<file path="src/rtl/imem_arbiter_pkg.sv">
// Shared constants and types for the instruction-memory arbiter.
// Holds port-count bounds, the round-robin index width and the FSM encoding.
package imem_arbiter_pkg;

    localparam int NUM_PORTS_MIN = 2;
    localparam int NUM_PORTS_MAX = 4;
    localparam int RR_IDX_W      = $clog2(NUM_PORTS_MAX);

    typedef enum logic {
        IDLE = 1'b0,
        RESP = 1'b1
    } arb_state_t;

endpackage

</file>
<file path="src/rtl/imem_arbiter_rr_picker.sv">
// Combinational round-robin select: scans eligible bits starting at ptr,
// wrapping at NUM_PORTS-1, and returns a one-hot grant plus its index.
module rr_picker
    import imem_arbiter_pkg::*;
#(
    parameter int NUM_PORTS = 2
) (
    input  logic [NUM_PORTS-1:0] eligible,
    input  logic [RR_IDX_W-1:0]  ptr,
    output logic [NUM_PORTS-1:0] grant,
    output logic [RR_IDX_W-1:0]  index,
    output logic                 valid
);

    int p;

    always_comb begin
        grant = '0;
        index = '0;
        valid = 1'b0;
        p     = 0;
        for (int k = 0; k < NUM_PORTS; k++) begin
            p = int'(ptr) + k;
            if (p >= NUM_PORTS) begin
                p = p - NUM_PORTS;
            end
            if (!valid && eligible[p]) begin
                valid    = 1'b1;
                grant[p] = 1'b1;
                index    = RR_IDX_W'(p);
            end
        end
    end

endmodule

</file>
<file path="src/rtl/imem_arbiter.sv">
// Round-robin arbiter sharing one combinational imem read port among cores.
// Grants drive mem_addr in-cycle; the fetched word returns one cycle later.
module imem_arbiter
    import imem_arbiter_pkg::*;
#(
    parameter int NUM_PORTS  = 2,
    parameter int ADDR_WIDTH = 32
) (
    input  logic                            clk,
    input  logic                            rst,
    input  logic [NUM_PORTS-1:0]            req,
    input  logic [NUM_PORTS*ADDR_WIDTH-1:0] req_addr,
    output logic [NUM_PORTS-1:0]            rvalid,
    output logic [31:0]                     rdata,
    output logic [ADDR_WIDTH-1:0]           mem_addr,
    input  logic [31:0]                     mem_data
);

    arb_state_t                state_reg, state_next;
    logic [NUM_PORTS-1:0]      rvalid_reg;
    logic [31:0]               rdata_reg;
    logic [ADDR_WIDTH-1:0]     mem_addr_reg;
    logic [RR_IDX_W-1:0]       ptr_reg, ptr_next;

    logic [ADDR_WIDTH-1:0]     port_addr [NUM_PORTS];
    logic [NUM_PORTS-1:0]      eligible;
    logic [NUM_PORTS-1:0]      grant;
    logic [RR_IDX_W-1:0]       grant_index;
    logic                      grant_valid;
    logic [ADDR_WIDTH-1:0]     sel_addr;

    genvar gi;
    generate
        for (gi = 0; gi < NUM_PORTS; gi++) begin : g_addr
            assign port_addr[gi] = req_addr[gi*ADDR_WIDTH +: ADDR_WIDTH];
        end
    endgenerate

    // rvalid_reg doubles as the last-grant mask so a held req cannot win twice in a row.
    // Reset also blocks arbitration so mem_addr reads as zero while rst is high.
    assign eligible = rst ? '0 : (req & ~rvalid_reg);

    rr_picker #(
        .NUM_PORTS (NUM_PORTS)
    ) u_picker (
        .eligible (eligible),
        .ptr      (ptr_reg),
        .grant    (grant),
        .index    (grant_index),
        .valid    (grant_valid)
    );

    always_comb begin
        sel_addr = '0;
        for (int i = 0; i < NUM_PORTS; i++) begin
            if (grant[i]) begin
                sel_addr = sel_addr | port_addr[i];
            end
        end
    end

    assign mem_addr = grant_valid ? sel_addr : mem_addr_reg;

    always_comb begin
        ptr_next   = ptr_reg;
        state_next = IDLE;
        if (grant_valid) begin
            state_next = RESP;
            ptr_next   = (grant_index == RR_IDX_W'(NUM_PORTS - 1)) ? '0
                                                                   : grant_index + RR_IDX_W'(1);
        end
    end

    always_ff @(posedge clk or posedge rst) begin
        if (rst) begin
            state_reg    <= IDLE;
            rvalid_reg   <= '0;
            rdata_reg    <= '0;
            mem_addr_reg <= '0;
            ptr_reg      <= '0;
        end else begin
            state_reg  <= state_next;
            rvalid_reg <= grant;
            ptr_reg    <= ptr_next;
            if (grant_valid) begin
                rdata_reg    <= mem_data;
                mem_addr_reg <= sel_addr;
            end
        end
    end

    assign rvalid = (state_reg == RESP) ? rvalid_reg : '0;
    assign rdata  = rdata_reg;

endmodule

</file>
<file path="config.mk">
export PLATFORM = sky130hd
export DESIGN_NAME = imem_arbiter
export DESIGN_NICKNAME = d
export VERILOG_FILES = /design/src/rtl/imem_arbiter_pkg.sv /design/src/rtl/imem_arbiter_rr_picker.sv /design/src/rtl/imem_arbiter.sv
export SDC_FILE = /design/constraint.sdc
export NUM_CORES = 1
export LEC_CHECK = 0
export ABC_AREA = 1
export ABC_CLOCK_PERIOD_IN_PS = 2800
export BUFFER_PORTS_ARGS = -buffer_cell sky130_fd_sc_hd__buf_2
export CORE_ASPECT_RATIO = 0.5
export CORE_MARGIN = 4
export CORE_UTILIZATION = 45
export CTS_CLUSTER_SIZE = 14
export DETAILED_ROUTE_END_ITERATION = 12
export GPL_ROUTABILITY_DRIVEN = 0
export MAX_ROUTING_LAYER = met4
export PLACE_DENSITY_LB_ADDON = 0.05
export SKIP_CTS_REPAIR_TIMING = 1
export SLEW_MARGIN = 20
export SYNTH_ARGS = -nofsm -noshare
export SYNTH_HDL_FRONTEND = slang
export SYNTH_SLANG_ARGS = --single-unit
</file>
<file path="constraint.sdc">
create_clock -name clk -period 2.8 [get_ports clk]
set_clock_uncertainty 0.1 [all_clocks]
set_input_delay 0.42 -clock clk [delete_from_list [all_inputs] [get_ports clk]]
set_output_delay 0.42 -clock clk [all_outputs]
set_load 0.01 [all_outputs]
</file>
======== Yosys cells after proc, flatten, opt, wreduce, memory -nomap -nowiden ========
Index checks and enable logic that the tools add are counted.
W data, S select, Z words.
storage, ports and cells
  register bits after elaboration ......... 69
  input bits .............................. 100
  output and inout port bits .............. 66
cells by class
  add/subtract/negate cells ............... 4
  magnitude comparators ................... 6
  equality and inequality tests ........... 1
  multiplexer cells ....................... 25
  bitwise gates (word level) .............. 4
  reduce and logical (&&, ||, !) cells .... 4
operators by type and width
  cell                     number
  $mux W32                 5
  $ge A32 B1 Y1 const B    2
  $lt A32 B3 Y1 const B    2
  $ge A32 B3 Y1 const B    1
  $or A32 B32 Y32          1
  $sub A32 B3 Y32 const B  1
  $mux W2                  7
  $mux W1                  11
  $add A2 B1 Y3 const B    1
  $logic_and A1 B1 Y1      3
  $sub A2 B2 Y3 const B    1
  $add A2 B1 Y2 const B    1
  $and A2 B2 Y2            1
  $demux W1 S1             2
  $eq A2 B1 Y1 const B     1
  $ge A2 B2 Y1 const B     1
  $not A2 Y2               1
  $or A2 B2 Y2             1
  $logic_not A1 Y1         1

======== Longest topological paths before layout ========
  depth after elaboration ................. 14
  mapped depth ............................ 6

======== Hierarchy ========
From an unflattened synthesis, not the netlist that was laid out.
second synthesis, totals
  cells, all modules ...................... 405
  area, all modules ....................... 3130.5 sq um
modules (own cells, without submodules)
  module        times used  cells each  area each (sq um)  seq. area each (sq um)
  imem_arbiter  1           392         3079.2             1726.7
  rr_picker     1           13          51.3               0.0

======== Worst setup path before layout ========
OpenSTA, ideal clock, no wires.
  path kind ............................... input -> output
  start ................................... input port rst
  end ..................................... output port mem_addr[11]
  arrival ................................. 1.148 ns
  setup slack ............................. 1.132 ns
  stages on the path ...................... 6
  path buffers ............................ 2
  cell sequence ........................... nor2_2 > nand2_2 > buf_4 > buf_2 > nand3_1 > nand3_1
on the way
  cells in the longest elaborated chain, start to end .. 12
  elaborated cells on any way between the ends .. 18
  classes of those cells .................. mux (14); bitwise (2); reduce/logical (2)
ends and longest elaborated chain
  what                                        RTL line                      source
  from (decl)                                 imem_arbiter.sv:10            input logic rst,
  $mux W2 *                                   imem_arbiter.sv:41            assign eligible = rst ? '0 : (req & ~rvalid_reg);
  $mux W1 (implied by the code) (3 in a row)  imem_arbiter_rr_picker.sv:27  if (!valid && eligible[p]) begin
  $mux W1                                     imem_arbiter_rr_picker.sv:27
  $logic_not A1 Y1                            imem_arbiter_rr_picker.sv:27
  $logic_and A1 B1 Y1                         imem_arbiter_rr_picker.sv:27
  $mux W2                                     imem_arbiter_rr_picker.sv:27
  $mux W32                                    imem_arbiter.sv:56            if (grant[i]) begin
  $or A32 B32 Y32                             imem_arbiter.sv:57            sel_addr = sel_addr | port_addr[i];
  $mux W32                                    imem_arbiter.sv:56
  $mux W32 *                                  --
  to (decl)                                   imem_arbiter.sv:15            output logic [ADDR_WIDTH-1:0] mem_addr,
Mark *: on every way between the ends. The rest lies on a longest branch, timed or not. The select of a mux whose other input is x is not followed.

======== Final worst setup path ========
  start ................................... register rvalid_reg[0]
  end ..................................... output port mem_addr[30]
on the way
  cells in the longest elaborated chain, start to end .. 14
  elaborated cells on any way between the ends .. 20
  classes of those cells .................. mux (14); bitwise (4); reduce/logical (2)
ends and longest elaborated chain
  what                                        RTL line                      source
  from (decl)                                 imem_arbiter.sv:20            logic [NUM_PORTS-1:0] rvalid_reg;
  from (signal assigned)                      imem_arbiter.sv:83            rvalid_reg <= grant;
  $not A2 Y2 *                                imem_arbiter.sv:41
  $and A2 B2 Y2 *                             imem_arbiter.sv:41
  $mux W2 *                                   imem_arbiter.sv:41
  $mux W1 (implied by the code) (3 in a row)  imem_arbiter_rr_picker.sv:27
  $mux W1                                     imem_arbiter_rr_picker.sv:27
  $logic_not A1 Y1                            imem_arbiter_rr_picker.sv:27
  $logic_and A1 B1 Y1                         imem_arbiter_rr_picker.sv:27
  $mux W2                                     imem_arbiter_rr_picker.sv:27
  $mux W32                                    imem_arbiter.sv:56
  $or A32 B32 Y32                             imem_arbiter.sv:57
  $mux W32                                    imem_arbiter.sv:56
  $mux W32 *                                  --
Marked as above.

==> run_results.csv <==
group,metric,value,unit
run_status,status,"finished, final reports clean",
final_layout,layout_commonest_cell,"buf_2",
worst_setup_path,r2r_cells,6,
clock_network,clock_sinks,69,
route,ant_nets,0,
clock_network,cts_tree,"done",
pwr,leakage,2.40,nW
final_layout,area_growth,40.5,%
worst_setup_path,r2r_end,"rdata[6]",
worst_setup_path,worstSetupPathType,"reg -> out",
clock_network,clockRootBuffer,"clkbuf_16",
synthesis,synth_area,3080,um^2
synthesis,synth_top_area_frac,0.561,
global_route,grt_max_degree,70,
route,dr.pass1.iters,4,
route,drc,0,
route,drt_iter0_markers,162,
synthesis,ys_warn_count,0,
clock_network,htreeDepth,3,
final_layout,layout_common_cells,"buf_2, nand3_1, nand2_1, dfrtp_1, clkbuf_16",
synthesis,synth-seq-cells,69,
global_route,use_met2,0.364,
clock_network,clk_path_buf_depth,2,
worst_setup_path,path_common_cell,"nand3_1",
sta,worstMarginPinSlew,747,ps
floorplan,fp.dieW,125,um
pwr,power.total,3.38,mW
sta,finalMaxSlewViolations,0,
final_layout,final_cells,593,
worst_setup_path,slowest_delay,600,ps
global_route,grt-ovfl-total,0,
sta,post-route-period-util,0.922,
placement,dp.cells,577,
job,maxCapViolCount,0,
pwr,pwr_density_cell,782,nW/um^2
final_layout,diodes,0,
floorplan,std_cell_rows,20,
placement,pre_cts_ws,429,ps
worst_setup_path,path_buf_inv,1,
floorplan,design.portCount,166,
sta,hold_viol_final,0,
final_layout,drive_above_1_share,0.388,
global_route,busiest_layer,"met2",
sta,setup_violations,0,
pwr,ir_drop,0.465,mV
hold_path,hp-class,"in -> async",
synthesis,post-synth-top-area-cell,"dfrtp_1",
floorplan,die_y,66.5,um
sta,max_freq,387,MHz
sta,finalWorstSetupSlack,219,ps
placement,dpl.hpwl,5920,um
synthesis,synth.net_count,447,
route,wl,9240,um
global_route,grtUsageMet3,0.0929,
sta,rsz0062_at_grt,"false",
route,wire_per_inst,15.6,um
global_route,grt_use_met1,0.285,
synthesis,synthDistinctLibCells,17,
final_layout,post-route-util,0.682,
global_route,grtUsageTotal,0.235,
floorplan,initial_utilization,0.486,
worst_setup_path,worst-path-max-fanout,34,
clock_network,clock_latency,330,ps
floorplan,dieArea,8300,um^2
floorplan,coreArea,6330,um^2
worst_setup_path,crit_path_start_kind,"flop",
worst_setup_path,critPathSlowestCell,"nand3_2",
worst_setup_path,path_cells,"nor2_2 > nand3_2 > nand3_1 > nand3_1 > buf_2",
synthesis,synth_cells,347,
worst_setup_path,timing.rr.start,"rvalid_reg[0]",
global_route,grt_pass1_vias,3081,
worst_setup_path,crit_required,2280,ps
synthesis,synth.avg_cell_area,8.86,um^2
route,viasPerCell,5.23,
synthesis,ys_seq_area_frac,0.561,
sta,tns,0,ps
worst_setup_path,critical-path-top-delay-family,"simple AND/OR/NAND/NOR gates",
worst_setup_path,crit_arrival,2060,ps
sta,period_minus_slack,2580,ps
placement,io_buffers,165,
global_route,antenna_found_initial,0,
clock_network,clkTransAtPathRegs,60,ps
worst_setup_path,r2r_slack,950,ps
clock_network,cts_buffers,9,
worst_setup_path,crit_path_end_kind,"output port",
synthesis,synth_area_leaders,"dfrtp_1, nand3_1, nand2_1, buf_2, buf_4",
final_layout,nets,600,
global_route,grt_first_pass_wirelength,14800,um
route,vias,3100,
sta,slew_headroom,0.501,
## kinds of logic after synthesis
family | share of synthesized area
simple gates | 0.367
flops | 0.561
buf+inv | 0.0704
compound gates | 0.00163
## worst reg2reg max path, delay by kind of cell, from the launching register on
kind                   cells  cell delay, ps
buffers and inverters      1             240
DFF                        1             400
and+or+nand+nor            5            1050
## worst max path at each step
stage                              from         endpoint  slack [ps]  cells past startpoint
after floorplan                     rst  mem_addr_reg[0]         540                      1
after global routing      rvalid_reg[0]     mem_addr[30]         100                      5
after CTS                 rvalid_reg[0]     mem_addr[30]         200                      5
after global placement              rst     mem_addr[28]         470                      6
after detailed placement            rst     mem_addr[30]         430                      6
final                     rvalid_reg[0]     mem_addr[30]         220                      5
## cell type report
| type | instances | area (um^2) |
|---|---|---|
| fillers | 563 | 2010 |
| flip-flops and latches | 69 | 1730 |
| multi-input cells | 240 | 1130 |
| repair buffers | 171 | 921 |
| clock buffers | 10 | 239 |
| clock inverters | 6 | 158 |
| well taps | 88 | 110 |
| inverters | 9 | 33.8 |
## per-layer routing
| metal | wire length [um] | part of all wire | vias to the layer above |
|---|---|---|---|
| met5 | 0 | 0 | - |
| met4 | 156 | 0.017 | 0 |
| met3 | 908 | 0.098 | 16 |
| met2 | 4270 | 0.46 | 151 |
| met1 | 3900 | 0.42 | 1444 |
| li1 | - | - | 1489 |
## power by group
group	internal, mW	total [mW]	leakage [nW]	switching, mW
Clock	1.07	1.50	0.189	0.428
Combinational	0.272	0.658	1.36	0.386
Sequential	1.15	1.22	0.852	0.0655
## through the flow
| step | hold slack [ps] | area (um^2) |
|---|---|---|
| after floorplan | 387 | 3080 |
| after global placement | 389 | 3920 |
| after detailed placement | 395 | 3920 |
| after CTS | 113 | 4320 |
| after global routing | 130 | 4320 |
| final | 111 | 4320 |
## Yosys cell counts
master,number
nor2_1,1
dfrtp_1,69
nor2_4,1
buf_6,4
a21oi_1,1
nand2_2,3
nor2_2,2
nand3_1,161
inv_1,8
clkbuf_1,3
and2_1,1
buf_1,1
nand3_2,1
buf_2,14
nand2_1,69
inv_2,1
buf_4,7
Power figures use the tool's default switching activity.
